File: src/rtl/gpio_multi_delayed_trigger.sv
// gpio_multi_delayed_trigger: edge- or soft-triggered multi-channel delayed trigger and pulse generator driving GPIO outputs
module gpio_multi_delayed_trigger #(
  parameter int GPIO_DATA_WIDTH = 8,
  parameter int GPIO_INPUT_WIDTH = 4,
  parameter int CHANNELS = 4,
  parameter int CNT_WIDTH = 32
) (
  input  logic                              aclk,
  input  logic                              aresetn,
  inout  wire  [GPIO_DATA_WIDTH-1:0]        gpio_data,
  input  logic                              arm,
  input  logic                              auto_rearm,
  input  logic                              soft_trig,
  input  logic [(GPIO_INPUT_WIDTH > 1 ? $clog2(GPIO_INPUT_WIDTH) : 1)-1:0] trig_sel,
  input  logic                              edge_pol,
  input  logic [CHANNELS*CNT_WIDTH-1:0]     delay,
  input  logic [CHANNELS*CNT_WIDTH-1:0]     width,
  output logic                              armed,
  output logic                              instant_trigger,
  output logic [CHANNELS-1:0]               trigger,
  output logic [CHANNELS-1:0]               pulse,
  output logic [31:0]                       trig_count
);
  localparam logic [1:0] IDLE = 2'd0, ARMED = 2'd1, RUNNING = 2'd2, DONE = 2'd3;
  localparam logic [CNT_WIDTH:0] ONE = 1;
  logic [1:0] state, state_nx;
  logic [GPIO_INPUT_WIDTH-1:0] meta, sync1, sync2;
  logic [CNT_WIDTH-1:0] cnt;
  logic [CNT_WIDTH:0] cnt_nx;
  logic [CHANNELS-1:0][CNT_WIDTH-1:0] d_q, w_q;
  logic [CHANNELS-1:0][CNT_WIDTH:0] stop;
  logic [CHANNELS-1:0] sticky, reached, ch_done;
  logic [GPIO_DATA_WIDTH-GPIO_INPUT_WIDTH-1:0] out_pins;
  logic hw_edge, accept;
  assign hw_edge = (sync1[trig_sel] ^ sync2[trig_sel]) && (sync1[trig_sel] == edge_pol);
  assign accept = state == ARMED && arm && (hw_edge || soft_trig);
  assign cnt_nx = {1'b0, cnt} + ONE;
  assign armed = state == ARMED;
  assign instant_trigger = state == RUNNING;
  assign gpio_data = {out_pins, {GPIO_INPUT_WIDTH{1'bz}}};
  // a run ends once every channel will have finished by the next cycle, or the counter can no longer advance
  assign state_nx = !arm ? IDLE :
                    state == IDLE ? ARMED :
                    state == ARMED ? (accept ? RUNNING : ARMED) :
                    state == RUNNING ? (&ch_done ? (auto_rearm ? ARMED : DONE) : RUNNING) : DONE;
  always_comb begin
    stop = '0;
    reached = '0;
    trigger = '0;
    pulse = '0;
    ch_done = '0;
    for (int j = 0; j < CHANNELS; j++) begin
      stop[j] = {1'b0, d_q[j]} + {1'b0, w_q[j]};
      reached[j] = cnt_nx >= {1'b0, d_q[j]};
      trigger[j] = (state == RUNNING && cnt >= d_q[j]) || (state == DONE && sticky[j]);
      pulse[j] = state == RUNNING && cnt >= d_q[j] && {1'b0, cnt} < stop[j];
      ch_done[j] = cnt_nx >= stop[j] || &cnt;
    end
  end
  always_comb begin
    out_pins = '0;
    out_pins[CHANNELS-1:0] = pulse;
  end
  always_ff @(posedge aclk) begin
    if (!aresetn) begin
      state <= IDLE;
      meta <= '0;
      sync1 <= '0;
      sync2 <= '0;
      cnt <= '0;
      d_q <= '0;
      w_q <= '0;
      sticky <= '0;
      trig_count <= '0;
    end else begin
      state <= state_nx;
      meta <= gpio_data[GPIO_INPUT_WIDTH-1:0];
      sync1 <= meta;
      sync2 <= sync1;
      sticky <= state_nx != DONE ? '0 : state == DONE ? sticky : reached;
      if (accept) begin
        cnt <= '0;
        d_q <= delay;
        w_q <= width;
        trig_count <= trig_count + 32'd1;
      end else if (state == RUNNING && !(&cnt)) begin
        cnt <= cnt_nx[CNT_WIDTH-1:0];
      end
    end
  end
endmodule

File: config.mk
export PLATFORM = sky130hd
export DESIGN_NAME = gpio_multi_delayed_trigger
export DESIGN_NICKNAME = d
export VERILOG_FILES = /design/src/rtl/gpio_multi_delayed_trigger.sv
export SDC_FILE = /design/constraint.sdc
export NUM_CORES = 1
export LEC_CHECK = 0
export BUFFER_PORTS_ARGS = -buffer_cell sky130_fd_sc_hd__clkbuf_2
export CORE_ASPECT_RATIO = 1.25
export CORE_UTILIZATION = 30
export DETAILED_ROUTE_END_ITERATION = 8
export GPL_TIMING_DRIVEN = 0
export RECOVER_POWER = 100
export SLEW_MARGIN = 20
export SYNTH_ARGS = -nofsm -noshare
export SYNTH_HDL_FRONTEND = slang
export SYNTH_SLANG_ARGS = --single-unit
File: constraint.sdc
create_clock -name aclk -period 4.8 [get_ports aclk]
set_clock_uncertainty 0.15 [all_clocks]
set_input_delay 0.72 -clock aclk [delete_from_list [all_inputs] [get_ports aclk]]
set_output_delay 0.72 -clock aclk [all_outputs]
set_load 0.01 [all_outputs]
* Word-level counts from Yosys, hierarchy flattened
Cells that the tools add are included.
** Word-level totals
- Output and inout port bits :: 50
- Register bits after elaboration :: 329
- Input port bits :: 264
** Cells by class
- Bitwise gates (word level) :: 2
- Magnitude comparators :: 17
- $add $sub $neg :: 6
- Equality and inequality tests :: 5
- Muxes and demuxes :: 11
- Reduce and logical (&&, ||, !) cells :: 31
** Operators by type and width (number)
- 32-bit by 32-bit adder with 33-bit output :: 4
- 33-bit by 32-bit greater-or-equal comparator with 1-bit output :: 4
- 33-bit greater-or-equal comparator :: 4
- 32-bit by 33-bit < comparator with 1-bit output :: 4
- 32-bit greater-or-equal comparator :: 4
- 32-bit by 1-bit adder with 33-bit output (second input constant) :: 1
- 32-bit by 1-bit adder with 32-bit output (second input constant) :: 1
- 32-bit AND reduction :: 1
- 1-bit logical AND :: 16
- 2-bit two-way mux :: 7
- 1-bit logical OR :: 9
- 1-bit binary-select mux with 2-bit select :: 2
- 2-bit == test (second input constant) :: 2
- 4-bit AND reduction :: 1
- 2-bit OR reduction :: 2
- 2-bit by 3-bit < comparator with 1-bit output (second input constant) :: 1
- 2-bit by 1-bit == test with 1-bit output (second input constant) :: 1
- 2-bit zero test :: 1
- 1-bit two-way mux :: 2
- 2-bit != test (second input constant) :: 1
- 1-bit == test :: 1
- 1-bit zero test :: 1
- 1-bit NOT :: 1
- 1-bit XOR :: 1

* Depth between registers and ports, before layout
- Depth in word-level cells :: 12
- Depth in mapped cells :: 24
- Mapped depth without buffers :: 23

* Worst setup path before layout
No wires, ideal clock.
- Path kind :: reg2out
- Start :: reg d_q[64] in the netlist's numbering
- End :: out pulse[2]
- Path slack :: -436 ps
- Buffers on the path :: 1
- Stages on the path, launching flop included :: 22
- Data required time :: 3930 ps
- Arrival :: 4366 ps
- Cell sequence :: dfxtp_1 > ha_1 > fa_1 > a21oi_1 > o2111a_1 > o21a_1 > o221ai_2 > o221a_2 > a221o_1 > a21oi_1 > xor2_1 > ha_1 > a21o_1 > a21o_1 > a21oi_1 > nor2b_1 > o21ai_0 > nand2b_1 > a211oi_1 > o41ai_1 > a21oi_1 > buf_4
** On the way
- Word-level cells in the longest chain between the ends :: 3
- Elaborated cells between the ends (all ways) :: 5
- Those cells by class :: 1 x add/sub; 2 x order compare; 2 x reduce/logical
** Ends and longest elaborated chain
- from (decl) :: line 30 : logic [CHANNELS-1:0][CNT_WIDTH-1:0] d_q, w_q;
- from (signal assigned) :: line 83 : d_q <= delay;
- 32-bit by 32-bit adder with 33-bit output or 32-bit greater-or-equal comparator (tied branches) :: line 53, 56
- 32-bit by 33-bit < comparator with 1-bit output or 1-bit logical AND (tied branches) :: line 56 : pulse[j] = state == RUNNING && cnt >= d_q[j] && {1'b0, cnt} < stop[j];
- 1-bit logical AND (*) :: line 56
- to (decl) :: line 21 : output logic [CHANNELS-1:0] pulse,
Mark *: on every way between the ends. The rest lies on a longest branch, timed or not.

* Final worst setup path
- Start :: reg cnt[18]
- End :: reg sticky[1]
** On the way
- Word-level cells in the longest chain between the ends :: 11
- Elaborated cells between the ends (all ways) :: 19
- Those cells by class :: 1 x add/sub; 5 x order compare; 1 x eq/ne; 5 x mux; 7 x reduce/logical
** Ends and longest elaborated chain
- from (decl) :: line 28 : logic [CNT_WIDTH-1:0] cnt;
- from (signal assigned) :: line 87 : cnt <= cnt_nx[CNT_WIDTH-1:0];
- 32-bit by 1-bit adder with 33-bit output (*) :: line 37 : assign cnt_nx = {1'b0, cnt} + ONE;
- net cnt_nx[30] :: line 29 : logic [CNT_WIDTH:0] cnt_nx;
- 33-bit greater-or-equal comparator :: line 57 : ch_done[j] = cnt_nx >= stop[j] || &cnt;
- 1-bit logical OR :: line 57
- 4-bit AND reduction :: line 45 : state == RUNNING ? (&ch_done ? (auto_rearm ? ARMED : DONE) : RUNNING) : DONE;
- 2-bit two-way mux (2 in a row) :: line 45
- 2-bit two-way mux :: line 44 : state == ARMED ? (accept ? RUNNING : ARMED) :
- 2-bit two-way mux :: line 43 : state == IDLE ? ARMED :
- 2-bit two-way mux :: line 42 : assign state_nx = !arm ? IDLE :
- 2-bit != test :: line 80 : sticky <= state_nx != DONE ? '0 : state == DONE ? sticky : reached;
- 2-bit OR reduction (no line)
- to (signal assigned) :: line 80
- to (decl) :: line 32 : logic [CHANNELS-1:0] sticky, reached, ch_done;
The timed path passes the listed nets; every way through them passes the cells marked *.
A chain may end at the register's enable or synchronous reset.

==> qor.yml <==
run_status:
  status: "finished with violations"
  violations: "max-capacitance violations, negative setup slack"
grt:
  grt_usage: 0.224
  grt_max_degree: 15
  grt_overflow: 0
  antenna_found_initial: 9
  grt_pass1_wl_mm: 173
  first_global_vias: 28500
drt:
  viasPerCell: 5.28
  wire_per_inst_um: 21.2
  drc: 0
  antenna_left: 0
  drt_iter0_markers: 1687
  dr.pass1.iters: 5
  vias: 29500
  routed_wl_mm: 118
clocking:
  cts.sinks: 329
  cts_tree: "yes"
  cts-root-buf: "clkbuf_16"
  clockBufferDepth: 3
  cts.clk_slew.worst_paths_ns: 0.07
  h-tree-depth: 2
  cts_hold_buf: 0
  clk_latency_ns: 0.60
  cts_made_buffers: 37
power_and_ir_drop:
  intPower_uw: 4970
  pwr-share-clk: 0.427
  leakagePower_uw: 0.0169
  p_sw_frac: 0.291
  power_density_mw_per_mm2: 188
  p_sw_uw: 2040
  ir_drop_mv: 0.199
  pwr-share-comb: 0.169
  pwr-share-seq: 0.404
synthesis:
  netlist_top_cells_count: "nand2_1, ha_1, dfxtp_1, a21boi_0, a21oi_1"
  ys_types: 90
  synth_top_area_frac: 0.259
  syn_avg_cell_area_um2: 8.10
  synth_warnings: 0
  synthCells: 3760
  async_reset_ff_frac: 0
  ys.flop_type: "dfxtp_1"
  yosysMostFrequentCell: "nand2_1"
  synth_top_area_cell: "ha_1"
  ys_top_cells_by_area: "ha_1, dfxtp_1, nand2_1"
  synth-edff-count: 0
  ys_seq_area_frac: 0.216
  synth-seq-cells: 329
  synth_area_mm2: 0.0304
critical_path:
  cp-end-kind: "flop"
  path_max_fanout: 10
  rrSetupSlack_ns: -1.26
  critPathBufInv: 4
  cp.arrival_ns: 6.38
  cp-start-kind: "flop"
  cp_top_family: "simple AND/OR/NAND/NOR gates"
  slowest_delay_ns: 0.94
  critical_path_required_ns: 5.11
  worstSetupPathType: "reg -> reg"
  cp_slowest_cell: "nor4_1"
  crit_chain: "clkbuf_2 -> nand3_1 -> nor4_1 -> and3_1 -> clkbuf_1 -> nand3_1 -> xnor2_2 -> buf_6 -> ha_1 -> a21o_1 -> a21o_1 -> a221oi_1 -> o21ai_1 -> a211oi_4 -> nand4b_4 -> buf_6 -> o31ai_4"
final_layout:
  nets: 5138
  utilization: 0.371
  drive_gt1_frac: 0.171
  syn_to_final_growth_pct: 22.6
sta:
  min_period_ns: 6.06
  fmax_mhz: 165
  finalCritPeriodShare: 1.26
  drv_slew: 0
  tightest_slew_ns: 1.49
  rsz0062_at_grt: "true"
  relSlewSlack: 0.00660
  finalSetupViolCount: 41
  postLayoutSetupSlackWorst_ns: -1.26
  fin_hold_ws_ns: 0.204
  hold_violations: 0
placement:
  hpwl_mm: 93.7
  port_buffers: 303
  pre_cts_slack_ns: -1.52
  gp_congestion: 0.979
floorplan:
  start_util: 0.303
  ios: 314
  die_width_um: 287
  coreArea_mm2: 0.101
  rows: 130
  fp.dieH_um: 358
  dieArea_mm2: 0.103
worst_hold_path:
  hold_class: "in -> reg"
job:
  max_cap_viol_count: 1
[cell usage in the layout, fill, tap and decap left out, types with 19 or more instances in the layout]
master and instances:
clkbuf_1 135, and2_0 24, nor2b_1 47, o21a_1 26, o21ai_0 119, o21bai_1 23, dfxtp_1 286, nand2b_1 38
inv_1 169, a21oi_1 208, nor3_1 36, a211oi_1 19, xnor2_1 75, or3_1 32, a21o_1 180, nand4_1 75
and3_1 32, clkbuf_2 268, dfxtp_2 29, buf_4 103, clkbuf_16 38, nor2_1 127, nand2_1 659, a21oi_2 30
xor2_1 66, o21ai_1 20, a21boi_0 266, nand3_1 84, buf_6 33, ha_1 611
[registers in the layout, indices dropped and copies added, names as in the netlist]
signal / cells
sticky: 4
cnt: 32
meta: 1
w_q: 128
sync2: 1
state: 2
sync1: 1
trig_count: 32
d_q: 128
[final cells by class]
cell class / count / area, um2
Buffer: 112 / 477
Fill cell: 10500 / 63200
Tap cell: 1320 / 1650
Multi-Input combinational cell: 3153 / 24000
Timing Repair Buffer: 437 / 2680
Sequential cell: 329 / 6680
Clock inverter: 21 / 221
Antenna cell: 3 / 7.51
Inverter: 170 / 642
Clock buffer: 43 / 1010
[power groups by stage]
stage / clock, uW / combinational [uW] / sequential [uW]
after detailed placement: 0 / 1100 / 2900
final: 2990 / 1180 / 2830
after global routing: 3140 / 1310 / 2830
after CTS: 3070 / 1170 / 2830
after floorplan: 0 / 685 / 2870
after global placement: 0 / 1090 / 2890
[worst register-to-register path: stages (launching register included)]
cell	delay (ns)
dfxtp_1	0.72
clkbuf_2	0.59
nand3_1	0.22
nor4_1	0.94
and3_1	0.27
clkbuf_1	0.27
nand3_1	0.22
xnor2_2	0.43
buf_6	0.24
ha_1	0.28
a21o_1	0.19
a21o_1	0.17
a221oi_1	0.27
o21ai_1	0.17
a211oi_4	0.34
nand4b_4	0.23
buf_6	0.17
o31ai_4	0.06
[layer usage]
metal  track usage  part of all wire
met5             0           0.00041
met2         0.366              0.45
met1         0.272              0.42
met4         0.151             0.074
met3        0.0323             0.050
[timing repair]
item                                    CTS  global route
resized for setup                       181            70
endpoints found under the setup margin   18            17
pin swaps                               114            87
setup buffers                            81            30
[worst paths after layout]
kind / start / end / cells past startpoint
max: cnt[18] / sticky[1] / 17
min: width[2] / w_q[2] / 3
max reg2reg: cnt[18] / sticky[1] / 17
min reg2reg: meta[0] / sync1[0] / 1
[cell families (layout without fill, tap and decap cells)]
group / after synthesis / count (layout) / share of synthesized area
simple gates: 1253 / 1253 / 0.193
compound gates: 1076 / 1076 / 0.239
fa+ha+maj: 643 / 643 / 0.265
flops: 329 / 329 / 0.216
buf+inv: 282 / 783 / 0.0362
xor+xnor: 176 / 176 / 0.0509
other cells: 1 / 8 / 0.000123
[through the flow]
stage                     setup TNS, ns  power (uW)  cell area [um2]  cells
final                            -16.96        7010            37300   5588
after global routing             -20.10        7280            37300   5587
after CTS                        -10.69        7060            36900   5557
after detailed placement         -17.22        3990            34300   5415
after global placement           -24.12        3980            33700   5387
after floorplan                  -0.339        3560            30600   3764
Note: power is estimated with default switching activity, not from simulation.
